## config.mk

```make
export PLATFORM = sky130hd
export DESIGN_NAME = spi_reg_responder
export DESIGN_NICKNAME = d
export VERILOG_FILES = /design/src/rtl/spi_resp_pkg.sv /design/src/rtl/spi_in_sync.sv /design/src/rtl/spi_reg_responder.sv
export SDC_FILE = /design/constraint.sdc
export NUM_CORES = 1
export LEC_CHECK = 0
export BUFFER_PORTS_ARGS = -buffer_cell sky130_fd_sc_hd__buf_2
export CORE_UTILIZATION = 45
export CTS_BUF_LIST = sky130_fd_sc_hd__clkbuf_2 sky130_fd_sc_hd__clkbuf_4 sky130_fd_sc_hd__clkbuf_8
export CTS_CLUSTER_DIAMETER = 60
export DETAILED_ROUTE_END_ITERATION = 8
export GPL_TIMING_DRIVEN = 0
export PLACE_DENSITY = 0.58
export SLEW_MARGIN = 20
export SYNTH_ARGS = -nofsm -noshare
export SYNTH_HDL_FRONTEND = slang
export SYNTH_SLANG_ARGS = --single-unit
```

## constraint.sdc

```tcl
create_clock -name Clock -period 5.4 [get_ports Clock]
set_clock_uncertainty 0.2 [all_clocks]
set_input_delay 1.62 -clock Clock [delete_from_list [all_inputs] [get_ports Clock]]
set_output_delay 1.62 -clock Clock [all_outputs]
set_load 0.05 [all_outputs]
```

## src/rtl/spi_resp_pkg.sv

```systemverilog
`timescale 1ns/1ps
`default_nettype none
// ============================================================================
// Module   : spi_resp_pkg
// Brief    : Command codes and FSM state encoding for the SPI register responder
// Revision : 1.0 - initial release
// ============================================================================
package spi_resp_pkg;

  localparam logic [7:0] CMD_WR = 8'h0A;
  localparam logic [7:0] CMD_RD = 8'h0B;

  typedef enum logic [2:0] {
    IDLE   = 3'd0,
    CMD    = 3'd1,
    ADDR   = 3'd2,
    WDATA  = 3'd3,
    RDATA  = 3'd4,
    IGNORE = 3'd5
  } state_t;

endpackage
`default_nettype wire

```

## src/rtl/spi_in_sync.sv

```systemverilog
`timescale 1ns/1ps
`default_nettype none
// ============================================================================
// Module   : spi_in_sync
// Brief    : Two-flop synchronizers for SCLK/CS/MOSI with SCLK and CS edge pulses
// Revision : 1.0 - initial release
// ============================================================================
module spi_in_sync (
  input  logic Clock,
  input  logic Reset,
  input  logic SCLK,
  input  logic CS,
  input  logic MOSI,
  output logic sclk_rise,
  output logic sclk_fall,
  output logic cs_fall,
  output logic cs_rise,
  output logic cs_active,
  output logic mosi_s
);

  // Bit 1 is the synchronized level, bit 2 its previous value for edge detection
  logic [2:0] sclk_q, sclk_d;
  logic [2:0] cs_q, cs_d;
  logic [1:0] mosi_q, mosi_d;

  always_comb begin
    sclk_d = {sclk_q[1:0], SCLK};
    cs_d   = {cs_q[1:0], CS};
    mosi_d = {mosi_q[0], MOSI};
  end

  always_ff @(posedge Clock or negedge Reset) begin
    if (!Reset) begin
      sclk_q <= 3'b000;
      cs_q   <= 3'b111;
      mosi_q <= 2'b00;
    end else begin
      sclk_q <= sclk_d;
      cs_q   <= cs_d;
      mosi_q <= mosi_d;
    end
  end

  assign sclk_rise = sclk_q[1] & ~sclk_q[2];
  assign sclk_fall = ~sclk_q[1] & sclk_q[2];
  assign cs_fall   = ~cs_q[1] & cs_q[2];
  assign cs_rise   = cs_q[1] & ~cs_q[2];
  assign cs_active = ~cs_q[1];
  assign mosi_s    = mosi_q[1];

endmodule
`default_nettype wire

```

## src/rtl/spi_reg_responder.sv

```systemverilog
`timescale 1ns/1ps
`default_nettype none
// ============================================================================
// Module   : spi_reg_responder
// Brief    : SPI mode-0 slave decoding 0x0A/0x0B register transactions over a
//            local 8-bit register file shared with a fabric-side port
// Revision : 1.0 - initial release
// ============================================================================
module spi_reg_responder
  import spi_resp_pkg::*;
#(
  parameter int AW = 4
) (
  input  logic          Clock,
  input  logic          Reset,
  input  logic          SCLK,
  input  logic          CS,
  input  logic          MOSI,
  output logic          MISO,
  output logic          MISO_EN,
  input  logic [AW-1:0] loc_addr,
  input  logic          loc_we,
  input  logic [7:0]    loc_wdata,
  output logic [7:0]    loc_rdata,
  output logic          spi_wr,
  output logic [AW-1:0] spi_waddr,
  output logic [7:0]    spi_wdata,
  output logic          busy
);

  localparam int NREG = 1 << AW;

  logic sclk_rise, sclk_fall, cs_fall, cs_rise, cs_active, mosi_s;

  spi_in_sync u_sync (
    .Clock     (Clock),
    .Reset     (Reset),
    .SCLK      (SCLK),
    .CS        (CS),
    .MOSI      (MOSI),
    .sclk_rise (sclk_rise),
    .sclk_fall (sclk_fall),
    .cs_fall   (cs_fall),
    .cs_rise   (cs_rise),
    .cs_active (cs_active),
    .mosi_s    (mosi_s)
  );

  state_t        state_q, state_d;
  logic [2:0]    bit_cnt_q, bit_cnt_d;
  logic [6:0]    rx_q, rx_d;
  logic [6:0]    tx_q, tx_d;
  logic          miso_q, miso_d;
  logic          load_pend_q, load_pend_d;
  logic          rd_q, rd_d;
  logic [AW-1:0] ptr_q, ptr_d;
  logic          spi_wr_q, spi_wr_d;
  logic [AW-1:0] spi_waddr_q, spi_waddr_d;
  logic [7:0]    spi_wdata_q, spi_wdata_d;
  logic [7:0]    loc_rdata_q, loc_rdata_d;
  logic          busy_q, busy_d;
  logic [7:0]    regs_q [NREG];
  logic [7:0]    regs_d [NREG];

  logic [7:0]    rx_byte;
  logic          byte_done;
  logic          spi_we;

  assign rx_byte   = {rx_q, mosi_s};
  assign byte_done = sclk_rise && (bit_cnt_q == 3'd7);

  always_comb begin
    state_d     = state_q;
    bit_cnt_d   = bit_cnt_q;
    rx_d        = rx_q;
    tx_d        = tx_q;
    miso_d      = miso_q;
    load_pend_d = load_pend_q;
    rd_d        = rd_q;
    ptr_d       = ptr_q;
    spi_wr_d    = 1'b0;
    spi_waddr_d = spi_waddr_q;
    spi_wdata_d = spi_wdata_q;
    busy_d      = cs_active;
    spi_we      = 1'b0;

    if (sclk_rise) begin
      rx_d      = rx_byte[6:0];
      bit_cnt_d = bit_cnt_q + 3'd1;
    end

    case (state_q)
      IDLE: begin
        bit_cnt_d   = 3'd0;
        rx_d        = 7'd0;
        miso_d      = 1'b0;
        load_pend_d = 1'b0;
        if (cs_fall) state_d = CMD;
      end
      CMD: begin
        if (byte_done) begin
          rd_d    = (rx_byte == CMD_RD);
          state_d = ((rx_byte == CMD_WR) || (rx_byte == CMD_RD)) ? ADDR : IGNORE;
        end
      end
      ADDR: begin
        if (byte_done) begin
          ptr_d = rx_byte[AW-1:0];
          if (rd_q) begin
            state_d     = RDATA;
            load_pend_d = 1'b1;
          end else begin
            state_d = WDATA;
          end
        end
      end
      WDATA: begin
        if (byte_done) begin
          spi_we      = 1'b1;
          spi_wr_d    = 1'b1;
          spi_waddr_d = ptr_q;
          spi_wdata_d = rx_byte;
          ptr_d       = ptr_q + AW'(1);
        end
      end
      RDATA: begin
        if (byte_done) load_pend_d = 1'b1;
        // Byte boundary: capture the register now, MSB straight onto MISO
        if (sclk_fall) begin
          if (load_pend_q) begin
            miso_d      = regs_q[ptr_q][7];
            tx_d        = regs_q[ptr_q][6:0];
            ptr_d       = ptr_q + AW'(1);
            load_pend_d = 1'b0;
          end else begin
            miso_d = tx_q[6];
            tx_d   = {tx_q[5:0], 1'b0};
          end
        end
      end
      IGNORE: begin
        miso_d = 1'b0;
      end
      default: begin
        state_d = IDLE;
      end
    endcase

    if (!cs_active || cs_rise) begin
      state_d     = IDLE;
      miso_d      = 1'b0;
      load_pend_d = 1'b0;
    end
  end

  // SPI write is applied last so it wins a same-register collision
  always_comb begin
    regs_d = regs_q;
    if (loc_we) regs_d[loc_addr] = loc_wdata;
    if (spi_we) regs_d[ptr_q] = rx_byte;
    loc_rdata_d = regs_q[loc_addr];
  end

  always_ff @(posedge Clock or negedge Reset) begin
    if (!Reset) begin
      state_q     <= IDLE;
      bit_cnt_q   <= 3'd0;
      rx_q        <= 7'd0;
      tx_q        <= 7'd0;
      miso_q      <= 1'b0;
      load_pend_q <= 1'b0;
      rd_q        <= 1'b0;
      ptr_q       <= '0;
      spi_wr_q    <= 1'b0;
      spi_waddr_q <= '0;
      spi_wdata_q <= 8'h00;
      loc_rdata_q <= 8'h00;
      busy_q      <= 1'b0;
      regs_q      <= '{default: 8'h00};
    end else begin
      state_q     <= state_d;
      bit_cnt_q   <= bit_cnt_d;
      rx_q        <= rx_d;
      tx_q        <= tx_d;
      miso_q      <= miso_d;
      load_pend_q <= load_pend_d;
      rd_q        <= rd_d;
      ptr_q       <= ptr_d;
      spi_wr_q    <= spi_wr_d;
      spi_waddr_q <= spi_waddr_d;
      spi_wdata_q <= spi_wdata_d;
      loc_rdata_q <= loc_rdata_d;
      busy_q      <= busy_d;
      regs_q      <= regs_d;
    end
  end

  assign MISO      = miso_q;
  assign MISO_EN   = busy_q;
  assign busy      = busy_q;
  assign spi_wr    = spi_wr_q;
  assign spi_waddr = spi_waddr_q;
  assign spi_wdata = spi_wdata_q;
  assign loc_rdata = loc_rdata_q;

endmodule
`default_nettype wire

```

# [Word level (Yosys, flattened, before mapping)]
# Index checks and enable logic that the tools add are counted.
[classes] addsub=2 n_mul=0 div=0 order_cmp=4 eq_ne=18 shift=0 n_mux=44 bitwise=10 reduce_logical=19
[ops] op="128-bit bitwise mux" count=2
[ops] op="128-bit 2-to-1 mux" count=2
[ops] op="8-bit binary-select mux with 4-bit select" count=2
[ops] op="8-bit demux with 4-bit select" count=2
[ops] op="8-bit 2-to-1 mux" count=6
[ops] op="3-bit 2-to-1 mux" count=8
[ops] op="7-bit 2-to-1 mux" count=3
[ops] op="8-bit by 4-bit == test with 1-bit output, second input constant" count=2
[ops] op="4-bit 2-to-1 mux" count=4
[ops] op="3-bit != test, second input constant" count=5
[ops] op="3-bit case mux with 4 select lines" count=1
[ops] op="4-bit case mux with 3 select lines" count=1
[ops] op="1-bit 2-to-1 mux" count=11
[ops] op="5-bit greater-or-equal comparator, second input constant" count=2
[ops] op="5-bit by 1-bit < comparator with 1-bit output, second input constant" count=2
[ops] op="4-bit inverter with 5-bit output" count=2
[ops] op="3-bit == test, second input constant" count=3
[ops] op="2-bit != test, second input constant" count=4
[ops] op="2-bit AND reduction" count=4
[ops] op="3-bit by 2-bit == test with 1-bit output, second input constant" count=2
[ops] op="3-bit nonzero test" count=2
[ops] op="5-bit AND reduction" count=1
[ops] op="4-bit by 1-bit adder with 4-bit output, second input constant" count=1
[ops] op="1-bit AND" count=4
[ops] op="other kinds (15)" count=21
[word_totals] regBits=185 latch_bits=0 ram_bits=0 romBits=0 output_inout_bits=24 memories=0

# [Depth between registers and ports, before layout]
[depth] ltp_word=9 depth_mapped=10 mapped_depth_nobuf=6

# [Modules after synthesis]
# Synthesis repeated with hierarchy kept, for this count alone.
[hier_totals] cells_unflattened=960 area_unflattened_um2=10498.8
[modules_own_cells] mod="spi_reg_responder" n_inst=1 cells_per_inst=947 area_per_inst_um2=10261.1
[modules_own_cells] mod="spi_in_sync" n_inst=1 cells_per_inst=13 area_per_inst_um2=237.7

# [Least setup slack after synthesis]
# Ideal clock, no wire load.
[synth_timing] path_kind="input to register" startpoint="input port loc_addr[1]" endpoint="register loc_rdata_q[7] (netlist: loc_rdata[7])" setup_time_ns=0.138 t_arrival_ns=2.882 required_time_ns=5.062 path_slack_ns=2.180 cell_stages=4 n_path_buf=2 cell_sequence="buf_2 clkbuf_1 mux4_2 mux4_2"
[synth_between] elab_chain_cells=4
[synth_rtl] item="from (decl)" line="spi_reg_responder.sv:21" source="input logic [AW-1:0] loc_addr,"
[synth_rtl] item="4-bit inverter with 5-bit output (not written as such)" line="spi_reg_responder.sv:161" source="loc_rdata_d = regs_q[loc_addr];"
[synth_rtl] item="8-bit binary-select mux with 4-bit select" line="spi_reg_responder.sv:161"
[synth_rtl] item="8-bit 2-to-1 mux (not written as such) (2 in series)" line="spi_reg_responder.sv:161"
[synth_rtl] item="via loc_rdata_d[7]" line="spi_reg_responder.sv:60" source="logic [7:0] loc_rdata_q, loc_rdata_d;"
[synth_rtl] item="to (signal assigned)" line="spi_reg_responder.sv:192" source="loc_rdata_q <= loc_rdata_d;"
[synth_rtl] item="to (decl)" line="spi_reg_responder.sv:60"
# The timed path passes the listed nets, and every way through them passes these cells. The select of a mux whose other input is x is not followed.
# A chain may end at the register's enable or synchronous reset.

# [Final worst setup path]
[layout_timing] startpoint="input port loc_addr[1]" endpoint="register loc_rdata_q[5] (netlist: loc_rdata[5])"
# The elaborated chain is that of the path after synthesis.

==> results.cfg <==
[run_status]
outcome = completed

[pwr]
p_comb_share_pct = 22.5
power.total_uw = 3690
swShare_pct = 34.2
intPower_uw = 2430
sequentialPowerShare_pct = 49.8
power_density_mw_per_mm2 = 312
peakVddDrop_v = 0.000139
power.leakage_uw = 0.00523
p_sw_uw = 1260
clkPwrFrac_pct = 27.7

[cts]
clk_latency_ns = 0.49
post_cts_resize_count = 0
clockBufferDepth = 2
htreeDepth = 4
clk_pin_slew_worst_paths_ns = 0.12
cts_setup_buffers = 0
root_buffer = clkbuf_8
cts.sinks = 185
cts_buffers = 17
cts_hold_buffers = 0
cts_tree = done

[layout]
drive_above_1_share_pct = 19.9
areaGrowthSynthToFinish_pct = 10.1
diodes = 0
fin_nets = 1056
final_core_util_pct = 50.5
final_cells = 1364

[sta]
finalHoldViolations = 0
slew_headroom_pct = 33.4
finalCriticalPeriod_ns = 3.27
finalSetupTns_ns = 0
slew_violations = 0
finalCritPeriodShare_pct = 60.5
setup_violations = 0
rsz0062_at_grt = false
tightest_slew_ns = 0.999
max_freq_ghz = 0.306

[grt]
grt_max_degree = 76
antenna_found_initial = 3
first_global_vias = 7789
grt.overflow.total = 0
grt_pass1_wl_mm = 51.7
grt_usage_pct = 29.8

[logic_synthesis]
yosysSeqAreaShare_pct = 43.1
synth_edf_count = 0
yosysTopAreaCellShare_pct = 42.4
syn_inst = 972
synth_top_flop_cell = dfrtp_1
syn_nets = 996
ys_warn_count = 0
ys_async_sr_fraction_pct = 100
post-synth-top-count-cell = dfrtp_1
synth.top_cells.by_count = 182 x dfrtp_1, 160 x mux2i_1, 152 x nor2_1
syn_area_per_cell_um2 = 11.1
synth_top_cell_by_area = dfrtp_1
synth_area_mm2 = 0.0108
synth_cell_types = 67
ys_top_cells_by_area = dfrtp_1 42%, mux2i_1 15%, mux4_2 11%
synth-seq-cells = 185

[job]
maxCapViolCount = 0

[route]
drt_iter0_drc = 758
dr.pass1.iters = 5
drc = 0
wire_per_inst_um = 25.5
via_per_inst = 6.02
ant_nets = 0
dr_total_vias = 8217
drt_wl_total_mm = 34.8

[worst_setup_path]
crit_buf_inv = 2
cp-end-kind = flop
crit_top_cell = mux4_2
worstPathArrival_ns = 3.41
max_stage_delay_ns = 0.62
rr_startpoint = ptr_q[1]
crit_type = in2reg
startpoint = loc_addr[1]
crit_end = loc_rdata[5]
crit_required_ns = 5.55
rrSetupSlack_ns = 2.43
crit_chain = buf_2, clkbuf_1, mux4_2, mux4_2
start_kind = input port
cp_max_fo = 10
worstRegToRegCells = 9
cp_top_family = multiplexers
rr_endpoint = regs_q[23]
crit_slowest_cell = clkbuf_1
cp.depth = 4

[hold_path]
hold_class = reg2reg

[placed_design]
post-place-cells = 1332
gp_congestion = 0.900
portBuffers = 39
hpwl_mm = 24.7

[die]
rows = 56
design.die.area_mm2 = 0.0245
die_x_um = 157
start_util_pct = 45.8
die_y_um = 157
io_pins = 42
core_region_area_mm2 = 0.0235
-- cell type report --
class,count,area [µm²]
Fill cell,2193,11600
Sequential cell,185,4630
Tap cell,319,399
Clock inverter,15,193
Buffer,86,514
Inverter,9,33.8
Clock buffer,17,234
Multi-Input combinational cell,692,5580
Timing Repair Buffer,41,260
-- metrics by stage --
stage	cell area, µm²	setup WS (ns)	hold WS [ns]
after detailed placement	11400	1.63	0.138
after global placement	11300	-0.808	0.132
after global routing	11800	2.17	0.168
after CTS	11800	2.15	0.164
after floorplan	10800	2.18	0.131
final	11800	2.13	0.163
-- layer usage --
layer | global-route usage, % | part of all wire (%) | vias to the layer above
met1 | 42.3 | 44 | 4099
met3 | 5.62 | 7.3 | 74
met5 | 0 | 0.072 | -
met2 | 44.4 | 44 | 355
met4 | 13.2 | 4.0 | 4
li1 | - | - | 3685
-- cells in the final DEF (no fill, tap or decap), types with 3 or more instances in the layout --
cell	n
dfrtp_1	182
mux2i_1	160
nor2_1	152
a21oi_1	146
buf_2	58
mux4_2	51
nand2_1	42
clkbuf_1	38
clkbuf_8	17
buf_6	12
mux2_2	12
nand4_2	11
buf_4	8
inv_1	8
nand3b_1	6
nor2_2	6
nand4_1	6
o221ai_1	6
mux4_1	6
ha_1	6
nor2b_1	5
a22o_1	5
or4b_1	5
o311ai_1	5
o21ai_0	5
inv_6	5
and3_1	4
a31oi_1	4
inv_8	4
buf_1	3
or3_1	3
nor2_8	3
clkinv_8	3
dfstp_2	3
-- worst reg2reg max path: cells and delay by family, from the launching register on --
| kind | cells | cell delay (ns) |
|---|---|---|
| buf+inv | 5 | 1.51 |
| flops | 1 | 0.39 |
| simple gates | 2 | 0.38 |
| compound gates | 1 | 0.15 |
| fa+ha+maj | 1 | 0.29 |
-- power by group through the flow --
stage / Clock [µW] / Sequential [µW] / Combinational, µW
after floorplan: 0 / 1850 / 528
after detailed placement: 0 / 1850 / 824
final: 1020 / 1840 / 830
after CTS: 1030 / 1830 / 822
after global placement: 0 / 1850 / 803
after global routing: 1080 / 1870 / 889
-- kinds of logic after synthesis --
kind of cell               synth area share (%)
AOI/OAI and AO/OA                          10.5
buffers and inverters                      5.10
DFF                                        43.1
adders and majority gates                 0.698
xor gates and xnor gates                 0.0815
and+or+nand+nor                            12.2
muxes                                      28.3
-- worst min path at each step --
stage                          start                to  slack (ns)  cells after the start
finish              u_sync.sclk_q[0]  u_sync.sclk_q[1]        0.16                      0
global route        u_sync.sclk_q[0]  u_sync.sclk_q[1]        0.17                      0
CTS                   u_sync.cs_q[0]    u_sync.cs_q[1]        0.16                      0
detailed placement  u_sync.sclk_q[0]  u_sync.sclk_q[1]        0.14                      0
global placement    u_sync.mosi_q[0]  u_sync.mosi_q[1]        0.13                      0
floorplan           u_sync.mosi_q[0]  u_sync.mosi_q[1]        0.13                      0
-- registers in the layout, summed over array words and instances, names as in the netlist --
name and count:
MISO 1, regs_q 128, u_sync.mosi_q 2, load_pend_q 1, loc_rdata 8, MISO_EN 1
spi_wdata 8, state_q 3, u_sync.sclk_q 3, spi_wr 1, rd_q 1, ptr_q 4
rx_q 7, spi_waddr 4, bit_cnt_q 3, tx_q 7, u_sync.cs_q 3
Power figures use the tool's default switching activity.
